**src/rtl/multichannel_downmix_converter.sv**
```systemverilog
// multichannel_downmix_converter
//   AXI-Stream N-channel to mono downmixer. Collects 2**CHANNELS_LOG2 interleaved
//   channel samples per frame and emits their floor-average on a single-entry
//   AXI-Stream master register with backpressure. When ALIGN_ON_TLAST is set,
//   TLAST must coincide with the last channel of each frame; violations pulse
//   frame_error, bump a saturating counter and (for a missing TLAST) discard
//   input until the next TLAST.
//
// Ports
//   S_AXIS_ACLK        clock, rising edge
//   S_AXIS_ARESETN     asynchronous active-low reset
//   S_AXIS_TVALID/TLAST/TDATA/TREADY  channel-sample slave stream
//   M_AXIS_TVALID/TREADY/TDATA        mono-sample master stream
//   frame_error        one-cycle pulse per framing error
//   frame_error_count  saturating 16-bit framing-error count
module multichannel_downmix_converter #(
  parameter int unsigned DATA_WIDTH     = 32,
  parameter int unsigned CHANNELS_LOG2  = 1,
  parameter bit          SIGNED_SAMPLES = 1'b1,
  parameter bit          ALIGN_ON_TLAST = 1'b1
) (
  input  logic                  S_AXIS_ACLK,
  input  logic                  S_AXIS_ARESETN,
  input  logic                  S_AXIS_TVALID,
  input  logic                  S_AXIS_TLAST,
  input  logic [DATA_WIDTH-1:0] S_AXIS_TDATA,
  output logic                  S_AXIS_TREADY,
  output logic                  M_AXIS_TVALID,
  input  logic                  M_AXIS_TREADY,
  output logic [DATA_WIDTH-1:0] M_AXIS_TDATA,
  output logic                  frame_error,
  output logic [15:0]           frame_error_count
);

  localparam int unsigned N    = 1 << CHANNELS_LOG2;
  localparam int unsigned AccW = DATA_WIDTH + CHANNELS_LOG2;
  // Keep the index at least one bit wide so the N=1 build still elaborates.
  localparam int unsigned IdxW = (CHANNELS_LOG2 == 0) ? 1 : CHANNELS_LOG2;
  localparam logic [IdxW-1:0] LastIdx = IdxW'(N - 1);

  typedef enum logic [0:0] {StAccum, StResync} state_e;

  state_e                state_q, state_d;
  logic [IdxW-1:0]       ch_idx_q, ch_idx_d;
  logic [AccW-1:0]       acc_q, acc_d;
  logic                  m_valid_q, m_valid_d;
  logic [DATA_WIDTH-1:0] m_data_q, m_data_d;
  logic                  ferr_q, ferr_d;
  logic [15:0]           ferr_cnt_q, ferr_cnt_d;

  logic [AccW-1:0]       beat_ext;
  logic [AccW-1:0]       sum;
  logic [DATA_WIDTH-1:0] result;
  logic                  last_ch;
  logic                  accept;

  // Accumulator is wide enough for N full-scale samples, so the sum never wraps.
  generate
    if (SIGNED_SAMPLES) begin : g_signed
      assign beat_ext = AccW'($signed(S_AXIS_TDATA));
      assign sum      = acc_q + beat_ext;
      assign result   = DATA_WIDTH'($signed(sum) >>> CHANNELS_LOG2);
    end else begin : g_unsigned
      assign beat_ext = AccW'(S_AXIS_TDATA);
      assign sum      = acc_q + beat_ext;
      assign result   = DATA_WIDTH'(sum >> CHANNELS_LOG2);
    end
  endgenerate

  assign last_ch = (ch_idx_q == LastIdx);

  // Only the frame-completing beat needs a free output slot; all others flow.
  assign S_AXIS_TREADY = !((state_q == StAccum) && last_ch && m_valid_q && !M_AXIS_TREADY);
  assign accept        = S_AXIS_TVALID && S_AXIS_TREADY;

  always_comb begin
    state_d    = state_q;
    ch_idx_d   = ch_idx_q;
    acc_d      = acc_q;
    m_valid_d  = m_valid_q;
    m_data_d   = m_data_q;
    ferr_d     = 1'b0;
    ferr_cnt_d = ferr_cnt_q;

    // Drain first; a new result below overrides so valid stays high.
    if (m_valid_q && M_AXIS_TREADY) begin
      m_valid_d = 1'b0;
    end

    case (state_q)
      StAccum: begin
        if (accept) begin
          if (last_ch) begin
            m_valid_d = 1'b1;
            m_data_d  = result;
            acc_d     = '0;
            ch_idx_d  = '0;
            if (ALIGN_ON_TLAST && !S_AXIS_TLAST) begin
              ferr_d  = 1'b1;
              state_d = StResync;
            end
          end else if (ALIGN_ON_TLAST && S_AXIS_TLAST) begin
            // Early TLAST: drop the partial frame, realign on the next beat.
            ferr_d   = 1'b1;
            acc_d    = '0;
            ch_idx_d = '0;
          end else begin
            acc_d    = sum;
            ch_idx_d = ch_idx_q + IdxW'(1);
          end
        end
      end
      StResync: begin
        acc_d    = '0;
        ch_idx_d = '0;
        if (accept && S_AXIS_TLAST) begin
          state_d = StAccum;
        end
      end
      default: begin
        state_d  = StAccum;
        acc_d    = '0;
        ch_idx_d = '0;
      end
    endcase

    if (ferr_d && (ferr_cnt_q != 16'hFFFF)) begin
      ferr_cnt_d = ferr_cnt_q + 16'd1;
    end
  end

  always_ff @(posedge S_AXIS_ACLK or negedge S_AXIS_ARESETN) begin
    if (!S_AXIS_ARESETN) begin
      state_q    <= StAccum;
      ch_idx_q   <= '0;
      acc_q      <= '0;
      m_valid_q  <= 1'b0;
      m_data_q   <= '0;
      ferr_q     <= 1'b0;
      ferr_cnt_q <= '0;
    end else begin
      state_q    <= state_d;
      ch_idx_q   <= ch_idx_d;
      acc_q      <= acc_d;
      m_valid_q  <= m_valid_d;
      m_data_q   <= m_data_d;
      ferr_q     <= ferr_d;
      ferr_cnt_q <= ferr_cnt_d;
    end
  end

  assign M_AXIS_TVALID     = m_valid_q;
  assign M_AXIS_TDATA      = m_data_q;
  assign frame_error       = ferr_q;
  assign frame_error_count = ferr_cnt_q;

endmodule

```
**config.mk**
```make
export PLATFORM = sky130hd
export DESIGN_NAME = multichannel_downmix_converter
export DESIGN_NICKNAME = d
export VERILOG_FILES = /design/src/rtl/multichannel_downmix_converter.sv
export SDC_FILE = /design/constraint.sdc
export NUM_CORES = 1
export LEC_CHECK = 0
export ABC_AREA = 1
export CORE_MARGIN = 5
export CORE_UTILIZATION = 57
export CTS_BUF_LIST = sky130_fd_sc_hd__clkbuf_8
export CTS_CLUSTER_SIZE = 16
export DETAILED_ROUTE_END_ITERATION = 8
export PLACE_DENSITY = 0.82
export SLEW_MARGIN = 20
export SYNTH_ARGS = -nofsm -noshare
export SYNTH_HDL_FRONTEND = slang
export SYNTH_SLANG_ARGS = --single-unit
```
**constraint.sdc**
```tcl
create_clock -name S_AXIS_ACLK -period 2.57 [get_ports S_AXIS_ACLK]
set_input_delay 0.257 -clock S_AXIS_ACLK [delete_from_list [all_inputs] [get_ports S_AXIS_ACLK]]
set_output_delay 0.257 -clock S_AXIS_ACLK [all_outputs]
set_load 0.005 [all_outputs]
```
==> results of run 1 <==
power by group:
part | internal [mW] | leakage, nW | switching, mW
sequential | 1.86 | 1.10 | 0.389
clock | 0.453 | 0.0923 | 0.543
combinational | 1.68 | 2.80 | 2.48
per-layer routing:
layer  share of wire, %  up-vias  global-route usage, %
met4                1.4        0                   5.61
li1                   -     2929                      -
met3                8.5       22                   6.31
met1                 47     2640                   38.5
met2                 44      198                   40.8
met5                  0        -                      0
path summary, 6_finish.rpt:
check / endpoint / slack (ps) / cells after the start
worst max-delay path: acc_q[24] / 430 / 15
worst min-delay path: M_AXIS_TDATA[2] / 440 / 2
worst max register to register: acc_q[24] / 430 / 15
worst min register to register: M_AXIS_TDATA[18] / 490 / 2
max in group asynchronous: frame_error_count[7] / 1490 / 3
min in group S_AXIS_ACLK: M_AXIS_TVALID / 480 / 2
kinds of logic (layout without fill, tap and decap cells):
logic type               count (synthesis)  count (layout)  share of synthesized area [%]
buffers and inverters                  159             255                           10.4
AND/OR/NAND/NOR                        529             529                           36.9
AO/OA/AOI/OAI                           55              55                           4.89
adder cells (fa/ha/maj)                 36              36                           7.67
flip-flops                              85              85                           35.6
XOR/XNOR                                31              31                           4.55
area by class of cell:
class,count,area [um^2]
clock buffers,9,124
inverters,147,552
fillers,903,3080
flip-flops and latches,85,2130
clock inverters,6,71.3
repair buffers,93,928
well taps,136,170
multi-input cells,651,3220
cells in the mapped netlist, types with 8 or more instances:
cell,instances
nand2_1,369
inv_1,142
dfrtp_1,85
nand3_1,63
nor2_1,52
ha_1,35
a21oi_1,20
o21ai_0,20
xor2_1,17
xnor2_1,14
nand2_2,12
nor3_1,10
buf_2,8
o21ai_1,8
stage by stage:
step,worst slack (ps),area (um^2)
after floorplan,747,5970
after global placement,165,6990
after detailed placement,70.1,6990
after CTS,449,7200
after global routing,203,7200
final,432,7200
sequential cells by signal, summed over array words and instances (netlist names):
signal,cells
ch_idx_q,1
M_AXIS_TDATA,32
state_q,1
frame_error,1
frame_error_count,16
acc_q,33
M_AXIS_TVALID,1
==> impl_metrics.json, run 1 <==
{
  "outcome": "complete, no violations",
  "dp_hpwl_mm": 12.6,
  "drcViolationCount": 0,
  "synth_edf_count": 0,
  "clock_path_buffers": 2,
  "worst_slew_pin_slew_ps": 604,
  "rsz0062_at_grt": "no",
  "path_clk_slew_ps": 100,
  "hold_class": "input pin to async pin",
  "grtUsageTotal_pct": 26.6,
  "io_pins": 88,
  "setup-violations-final": 0,
  "wire_per_inst_um": 14.4,
  "yosysWarnings": 0,
  "first_iter_violations": 361,
  "slowest_delay_ps": 410,
  "grt_pass1_wl_mm": 27.4,
  "max-slew-margin-rel_pct": 59.7,
  "tns_ps": 0,
  "cpLargestDelayFamily": "simple AND/OR/NAND/NOR gates",
  "vias_per_cell": 5.14,
  "arrival_ps": 2400,
  "cts_root_buf": "clkbuf_8",
  "yosys-top-cells-area": "dfrtp_1, nand2_1, inv_1, ha_1, nand3_1",
  "crit_path_end_kind": "flip-flop",
  "synth-main-ff-cell": "dfrtp_1",
  "gp_congestion": 0.966,
  "synthCells": 895,
  "cts_buffers": 9,
  "fin_cells": 1127,
  "synthesis.nets": 968,
  "ant_nets": 0,
  "ys_seq_elements": 85,
  "path_common_cell": "nand2_1",
  "worstPathCellList": "ha_1, inv_1, fa_1, inv_1, nand2_1, nand2_1, nand3_1, nand2_1, nand2_1, nand2_2, nand2_1, nand2_1, nand2_1, nand3_1, nand2_1",
  "overflow": 0,
  "dieArea_um2": 12600,
  "start_kind": "flip-flop",
  "layout_commonest_cell": "nand2_1",
  "slew_viol_final": 0,
  "grt_max_degree": 44,
  "leakage_nw": 3.99,
  "fp.dieH_um": 112,
  "cts.sinks": 85,
  "yosysTopAreaCellShare_pct": 35.6,
  "final_util_pct": 70.0,
  "core.rowCount": 37,
  "htree_levels": 3,
  "diodes": 0,
  "cts-resized-gates": 0,
  "netlist_area_um2": 5970,
  "vias": 5789,
  "cpMaxStageDelayCell": "fa_1",
  "fmaxAchievable_ghz": 0.468,
  "clock_latency_ps": 360,
  "fp.dieW_um": 112,
  "ir_worst_vdd_v": 0.000605,
  "cts_hold_buf": 1,
  "async_flop_share_pct": 100,
  "yosysTopAreaCell": "dfrtp_1",
  "p_total_mw": 7.41,
  "dr.pass1.iters": 7,
  "grt_pass1_vias": 5654,
  "hold_ws_ps": 436,
  "maxCapViolCount": 0,
  "yosysSeqAreaShare_pct": 35.6,
  "startpoint": "acc_q[0]",
  "syn_to_final_growth_pct": 20.6,
  "finalWirelength_mm": 16.3,
  "initial_core_util_pct": 58.1,
  "drive_gt1_share_pct": 4.94,
  "final_cell_mix": "nand2_1, inv_1, clkdlybuf4s50_1",
  "dpl.cell_count": 1111,
  "cts_tree": "built",
  "hold_viol_final": 0,
  "crit_required_ps": 2830,
  "synth_cell_types": 31,
  "critPathMaxFanout": 3,
  "syn_avg_cell_area_um2": 6.67,
  "finalNetCount": 1060,
  "fin_skew_ps": 11.5,
  "core_area_um2": 10300,
  "critPathKind": "flip-flop to flip-flop",
  "timing.rr.start": "acc_q[0]",
  "cts_setup_buffers": 0,
  "fin_crit_sh_pct": 83.2,
  "path_buf_inv": 2,
  "power_density_nw_per_um2": 1030,
  "antenna_found_initial": 0,
  "period_needed_ps": 2140,
  "io_buffers": 87
}
(Power assumes the default switching activity.)
==> run 2, diff against run 1 <==
- clock period: 2.57 -> 2.04 ns (I/O delays scaled with it)
==> run 2 against run 1 <==
  * Die area unchanged
  * Clock-buffer cell count increased by 1
  * Largest cell class unchanged
  * Sequential share of layout area decreased by 2.1 points
  * Global-route usage increased by 0.91 points
  * Combinational power increased by 46%
  * Register-to-register slack got worse by 370 ps
  * Final cell count increased by 4.2%
  * Fmax increased by 8.3%
  * Final area increased by 7.5%
==> impl_metrics.json, run 2 (synthesis results as in run 1) <==
{
  "outcome": "complete, no violations",
  "crit_path_end": "acc_q[16]",
  "htree_levels": 3,
  "core.rowCount": 37,
  "start_kind": "flip-flop",
  "layout_commonest_cell": "nand2_1",
  "grt_pass1_wl_mm": 28.0,
  "initial_core_util_pct": 58.1,
  "r2r_slack_ps": 70,
  "switching_share_pct": 44.7,
  "wl_met2_mm": 7.51,
  "cts_buffers": 9,
  "r2r.worst_path.cells": 13,
  "power_density_nw_per_um2": 1330,
  "critPathMaxFanout": 4,
  "fmaxAchievable_ghz": 0.506,
  "fin_crit_sh_pct": 96.8,
  "max-slew-margin-rel_pct": 61.1,
  "dr.pass1.iters": 5,
  "wire_per_inst_um": 14.5,
  "maxCapViolCount": 0,
  "final_util_pct": 75.2,
  "pwr-share-seq_pct": 27.8,
  "ant_nets": 0,
  "fp.dieW_um": 112,
  "top_layer": "met4",
  "gp_congestion": 0.973,
  "crit_required_ps": 2310,
  "hold_class": "input pin to async pin",
  "hold_ws_ps": 357,
  "finalWirelength_mm": 17.0,
  "startpoint": "acc_q[7]",
  "crit_path_end_kind": "flip-flop",
  "dpl.cell_count": 1156,
  "final_cell_area_um2": 7730,
  "place_area_um2": 7340,
  "reg2reg_to": "acc_q[16]",
  "grt_max_degree": 45,
  "first_iter_violations": 435,
  "vias_per_cell": 5.10,
  "cts_root_buf": "clkbuf_8",
  "cts_tree": "built",
  "syn_to_final_growth_pct": 29.6,
  "final_cell_mix": "nand2_1, inv_1, clkdlybuf4s50_1",
  "dieArea_um2": 12600,
  "arrival_ps": 2240,
  "grt_pass1_vias": 5873,
  "timing.rr.start": "acc_q[7]",
  "clock_latency_ps": 380,
  "drcViolationCount": 0,
  "largest_reg_flops": 33,
  "wl_met1_mm": 7.81,
  "slew_viol_final": 0,
  "io_pins": 88,
  "setup-violations-final": 0,
  "io_buffers": 87,
  "overflow": 0,
  "antenna_found_initial": 0,
  "fillers": 821,
  "tns_ps": 0,
  "fp.dieH_um": 112,
  "finalNetCount": 1106,
  "top_register": "acc_q",
  "core_area_um2": 10300,
  "path_clk_slew_ps": 100,
  "grtUsageTotal_pct": 27.5,
  "diodes": 0,
  "rsz0062_at_grt": "yes",
  "period_needed_ps": 1970,
  "worst_slew_pin_slew_ps": 584,
  "critPathKind": "flip-flop to flip-flop",
  "fin_cells": 1174,
  "p_sw_mw": 4.59,
  "clock_path_buffers": 2,
  "dp_hpwl_mm": 12.9,
  "ir_worst_vdd_v": 0.00102,
  "power.internal_mw": 5.67,
  "seq_area_um2": 2130,
  "drive_gt1_share_pct": 12.0,
  "p_clk_share_pct": 12.9,
  "combPwrFrac_pct": 59.3,
  "cts.sinks": 85,
  "hold_viol_final": 0,
  "fin_skew_ps": 13.4,
  "leakage_nw": 4.23,
  "multiInputGateArea_um2": 3380,
  "vias": 5985,
  "wl_met3_mm": 1.39
}
run 2: cell count changes in the layout (fill, tap and decap cells not counted), moves of 4 or more:
cell,change
nor2_2,+4
nor2_1,-4
ha_1,-9
ha_4,+7
nand2_2,+8
nand2_1,-8
buf_4,+45
run 2: power groups by stage:
stage	registers (mW)	clock network, mW	logic (mW)
floorplan	2.76	0	3.35
CTS	2.81	1.34	5.77
finish	2.85	1.32	6.08
global route	2.92	1.40	6.78
global placement	2.82	0	5.61
detailed placement	2.83	0	5.72
run 2: area by class of cell:
type | count | area share, %
clock inverter | 6 | 0.987
multi-input combinational | 651 | 43.8
tap | 136 | 2.20
sequential | 85 | 27.5
timing repair buffer | 139 | 16.6
inverter | 147 | 7.13
clock buffer | 10 | 1.78
run 2: through the flow:
stage | power (mW) | setup WS [ps]
floorplan | 6.12 | 217
detailed placement | 8.55 | -239
global route | 11.1 | -50.3
global placement | 8.43 | -160
finish | 10.3 | 65.3
CTS | 9.93 | 81.9
run 2: how the worst min path moves through the flow:
stage	start	end	depth (start not counted)
after global routing	M_AXIS_TREADY	M_AXIS_TVALID	2
after detailed placement	S_AXIS_ARESETN	M_AXIS_TDATA[1]	1
after global placement	S_AXIS_ARESETN	M_AXIS_TDATA[1]	1
final	S_AXIS_ARESETN	M_AXIS_TDATA[1]	2
after CTS	S_AXIS_ARESETN	state_q	2
after floorplan	S_AXIS_ARESETN	M_AXIS_TDATA[0]	0
run 2: worst max-delay path, cell delays in order (launching register included):
cell and delay, ps:
dfrtp_1 400, ha_1 300, buf_4 150, nand2_2 120
inv_1 50, nand2_1 60, nand2_1 90, inv_1 80
nand2_1 70, nand2_1 70, nand2_2 90, buf_4 170
xnor2_4 140, o21ai_1 80
run 2: timing repair:
action                                 4_1_cts  5_1_grt
hold buffers                                 1        0
setup endpoints to repair                    0       27
endpoints found under the hold margin       42        0
setup buffers                                0        1
resized for setup                            0       30
run 2: per-layer routing:
layer	GRT usage, %	vias to the layer above
li1	-	3022
met1	39.5	2712
met2	41.3	224
met3	6.63	27
met4	8.17	0
met5	0	-
==> run 3, diff against run 2 <==
- CORE_UTILIZATION: 57 -> 60
- PLACE_DENSITY: 0.82 -> 0.86
- clock period: 2.04 -> 2.5 ns (I/O delays scaled with it)
==> run 3 against run 2 <==
  * Via count decreased by 2.2%
  * First-iteration DRC count fell by 31%
  * Sequential share of layout area grew 2.1 points
  * Critical path depth grew 2
  * Global-route usage increased by 1.9 points
  * Final cell count is 4.2% lower
  * Utilization shrank 1.4 points
  * Register-to-register slack improved by 320 ps
  * Clock-buffer cell count rose by 1
  * Hold slack improved by 66 ps
==> impl_metrics.json, run 3 (synthesis results as in run 1) <==
{
  "largest_reg_flops": 33,
  "core.rowCount": 36,
  "finalNetCount": 1060,
  "final_cell_mix": "nand2_1, inv_1, clkdlybuf4s50_1",
  "drive_gt1_share_pct": 5.04,
  "core_area_um2": 9730,
  "initial_core_util_pct": 61.3,
  "first_iter_violations": 301,
  "cts_root_buf": "clkbuf_8",
  "path_clk_slew_ps": 90,
  "htree_levels": 3,
  "worstPathCellList": "ha_1, inv_1, fa_1, inv_1, nand2_1, nand2_1, nand3_1, nand2_1, nand2_1, nand2_2, nand2_1, nand2_1, nand2_1, nand3_1, nand2_1",
  "vias": 5851,
  "start_kind": "flip-flop",
  "crit_path_end_kind": "flip-flop",
  "grtUsageTotal_pct": 29.3,
  "cts_tree": "built",
  "setup-violations-final": 0,
  "cts_setup_buffers": 0,
  "io_pins": 88,
  "tns_ps": 0,
  "preCtsSetupSlack_ps": 32.3,
  "clock_latency_ps": 370,
  "finalWirelength_mm": 16.5,
  "fin_skew_ps": 10.9,
  "overflow": 0,
  "slowest_delay_ps": 400,
  "ir_worst_vdd_v": 0.000549,
  "crit_required_ps": 2760,
  "leakage_nw": 3.99,
  "fp.dieH_um": 110,
  "vias_per_cell": 5.20,
  "fin_cells": 1125,
  "fin_crit_sh_pct": 84.6,
  "clock_path_buffers": 2,
  "maxCapViolCount": 0,
  "critPathMaxFanout": 3,
  "grt_pass1_wl_mm": 27.3,
  "io_buffers": 87,
  "layout_commonest_cell": "nand2_1",
  "dpl.cell_count": 1108,
  "slew_viol_final": 0,
  "antenna_found_initial": 0,
  "gp_congestion": 0.938,
  "hold_ws_ps": 423,
  "cts-resized-gates": 0,
  "drcViolationCount": 0,
  "path_common_cell": "nand2_1",
  "critPathKind": "flip-flop to flip-flop",
  "final_cell_area_um2": 7190,
  "fmaxAchievable_ghz": 0.473,
  "syn_to_final_growth_pct": 20.5,
  "worst_slew_pin_slew_ps": 642,
  "top_register": "acc_q",
  "ant_nets": 0,
  "max-slew-margin-rel_pct": 57.1,
  "place_area_um2": 6990,
  "cts_hold_buf": 1,
  "fin_ws_ps": 386,
  "rsz0062_at_grt": "no",
  "wire_per_inst_um": 14.7,
  "grt_pass1_vias": 5741,
  "fp.dieW_um": 110,
  "cts_buffers": 9,
  "dieArea_um2": 12000,
  "diodes": 0,
  "period_needed_ps": 2110,
  "hold_class": "input pin to async pin",
  "grt_max_degree": 47,
  "cts.sinks": 85,
  "arrival_ps": 2380,
  "hold_viol_final": 0,
  "cpMaxStageDelayCell": "fa_1",
  "power_density_nw_per_um2": 1060,
  "outcome": "complete, no violations",
  "dp_hpwl_mm": 12.6,
  "dr.pass1.iters": 5
}
## run 3: stage by stage
stage               total power [mW]  utilization [%]
floorplan                       4.99                -
global placement                6.45             71.8
detailed placement              6.57             71.8
CTS                             7.59             73.9
global route                    8.29             73.9
finish                          7.63             73.9
## run 3: worst paths after layout
| path | cells after the start | slack [ps] | to | from |
|---|---|---|---|---|
| min in group S_AXIS_ACLK | 2 | 490 | M_AXIS_TVALID | M_AXIS_TREADY |
| setup / recovery | 15 | 390 | M_AXIS_TDATA[23] | acc_q[0] |
| setup reg to reg | 15 | 390 | M_AXIS_TDATA[23] | acc_q[0] |
| max in group asynchronous | 3 | 1440 | M_AXIS_TDATA[27] | S_AXIS_ARESETN |
| hold / removal | 2 | 420 | ch_idx_q | S_AXIS_ARESETN |
| hold reg to reg | 2 | 490 | M_AXIS_TDATA[26] | M_AXIS_TDATA[26] |
## run 3: power by group
part	internal, mW	switching (mW)	leakage, nW
Combinational	1.73	2.60	2.80
Clock	0.425	0.551	0.0926
Sequential	1.92	0.411	1.10
Total	4.07	3.56	3.99
## run 3: worst max-delay path: cells and delay by family (launching register included)
| kind | cells | cell delay (ps) |
|---|---|---|
| buf+inv | 2 | 180 |
| fa+ha+maj | 2 | 630 |
| flops | 1 | 360 |
| simple gates | 11 | 840 |
## run 3: area by class of cell
cell class	count	area [um^2]
clock inverters	5	41.3
flip-flops and latches	85	2130
well taps	133	166
clock buffers	11	151
inverters	147	552
repair buffers	93	928
multi-input cells	651	3220
fillers	818	2540
## run 3: metal layers
metal | wire, um | vias up | global-route usage (%)
li1 | - | 2932 | -
met3 | 1840 | 24 | 6.05
met1 | 7140 | 2643 | 41.8
met2 | 7240 | 252 | 45.2
met4 | 284 | 0 | 8.55
met5 | 0 | - | 0
==> RTL edit, RTL diff (flow settings as in run 1) <==
Take the reset off `m_data_q` and load it in a clocked block of its own.
--- a/src/rtl/multichannel_downmix_converter.sv
+++ b/src/rtl/multichannel_downmix_converter.sv
@@ -136,5 +136,4 @@
       acc_q      <= '0;
       m_valid_q  <= 1'b0;
-      m_data_q   <= '0;
       ferr_q     <= 1'b0;
       ferr_cnt_q <= '0;
@@ -144,8 +143,11 @@
       acc_q      <= acc_d;
       m_valid_q  <= m_valid_d;
-      m_data_q   <= m_data_d;
       ferr_q     <= ferr_d;
       ferr_cnt_q <= ferr_cnt_d;
     end
+  end
+
+  always_ff @(posedge S_AXIS_ACLK) begin
+    m_data_q <= m_data_d;
   end
 
Check against the original RTL: differs if S_AXIS_ARESETN is asserted again (counterexample within 4 cycles, from zero or initial values and one cycle with S_AXIS_ARESETN low); with S_AXIS_ARESETN held inactive, the same outputs for 4 cycles.
==> RTL edit against run 1 <==
Wire length is 8.7% lower. Worst setup slack worse by 0.046 ns. Sequential cell count stayed put. Largest power group unchanged. Core utilization is 1.7 points higher. Final cell count is 5.9% lower. Critical endpoint is now M_AXIS_TDATA[23]. Critical path type unchanged. Synthesized cell count is 8.2% lower. Critical path depth is 1 lower. Cell area is 1.7% lower. Via count is 7.5% lower. Total power is 4.8% lower. First-iteration DRC count is 7.8% lower. Synthesized area is 2.4% lower.
==> RTL edit: results <==
{
  "grt_pass1_wl_mm": 24.9,
  "grt_pass1_vias": 5393,
  "drt_wl_total_mm": 14.8,
  "arrival_ns": 2.31,
  "grt_usage_pct": 24.6,
  "async_reset_ff_share_pct": 62.4,
  "path_clk_slew_ns": 0.08,
  "grt_max_degree": 34,
  "r2r_cells": 14,
  "dpl_cell_area_um2": 6880,
  "firstDrtPassIters": 5,
  "first_iter_violations": 333,
  "synth_edf_count": 32,
  "synth.distinct_cells": 33,
  "wl_per_cell_um": 14.0,
  "irDropWorstVdd_v": 0.000494,
  "avgSynthCellArea_um2": 7.08,
  "finClkSkew_ns": 0.00676,
  "yosysSeqAreaShare_pct": 39.3,
  "status": "finished clean",
  "via_per_inst": 5.05,
  "timing.hold.ws_ns": 0.494,
  "n_fill_cell": 833,
  "synth_area_leaders": "dfrtp_1, nand2_1, edfxtp_1",
  "timing.final.ws_setup_ns": 0.386,
  "syn-num-nets": 895,
  "ys_top_cells_by_count": "nand2_1, inv_1, nor2_1",
  "tightest_slew_ns": 0.788,
  "hp-class": "register to register"
}
[RTL edit: cell families (layout without fill, tap and decap cells)]
| kind of cell | count (synthesis) | in the layout | synth area share [%] |
|---|---|---|---|
| flops | 85 | 85 | 39.3 |
| simple gates | 474 | 474 | 34.2 |
| xor+xnor | 29 | 29 | 4.62 |
| fa+ha+maj | 36 | 36 | 7.86 |
| buf+inv | 164 | 269 | 10.8 |
| compound gates | 34 | 34 | 3.24 |
[RTL edit: worst max-delay path, stage by stage, from the launching register on]
cell and delay [ns]:
dfrtp_1 0.37, ha_1 0.17, inv_1 0.05, fa_1 0.40, inv_1 0.10, nand2_1 0.07, nand2_1 0.10, nand3_1 0.07
nand2_1 0.10, nand2_1 0.07, nand2_2 0.11, nand2_2 0.07, nand2_1 0.07, nand2_1 0.06, and2_1 0.14
[RTL edit: timing repair]
item,4_1_cts,5_1_grt
hold buffers,1,0
endpoints found under the hold margin,30,0
setup buffers,0,0
setup endpoints to repair,0,0
[RTL edit: area by class of cell]
type                    instances  area share [%]
clock inverters                 7           0.867
flip-flops and latches         85            32.3
inverters                     159            8.51
clock buffers                   9            1.75
repair buffers                 94            13.0
well taps                     133            2.35
multi-input cells             573            41.1
[RTL edit: report_power, final]
part | internal, mW | total [mW] | switching, mW
logic | 1.49 | 3.86 | 2.37
clock network | 0.438 | 0.941 | 0.504
registers | 2.00 | 2.26 | 0.259
[RTL edit: layer usage]
metal / up-vias / GRT usage (%) / share of wire (%)
met3: 32 / 4.20 / 6.0
met1: 2448 / 32.5 / 44
met2: 186 / 39.8 / 47
met5: - / 0 / 0
li1: 2689 / - / -
met4: 0 / 10.5 / 2.9
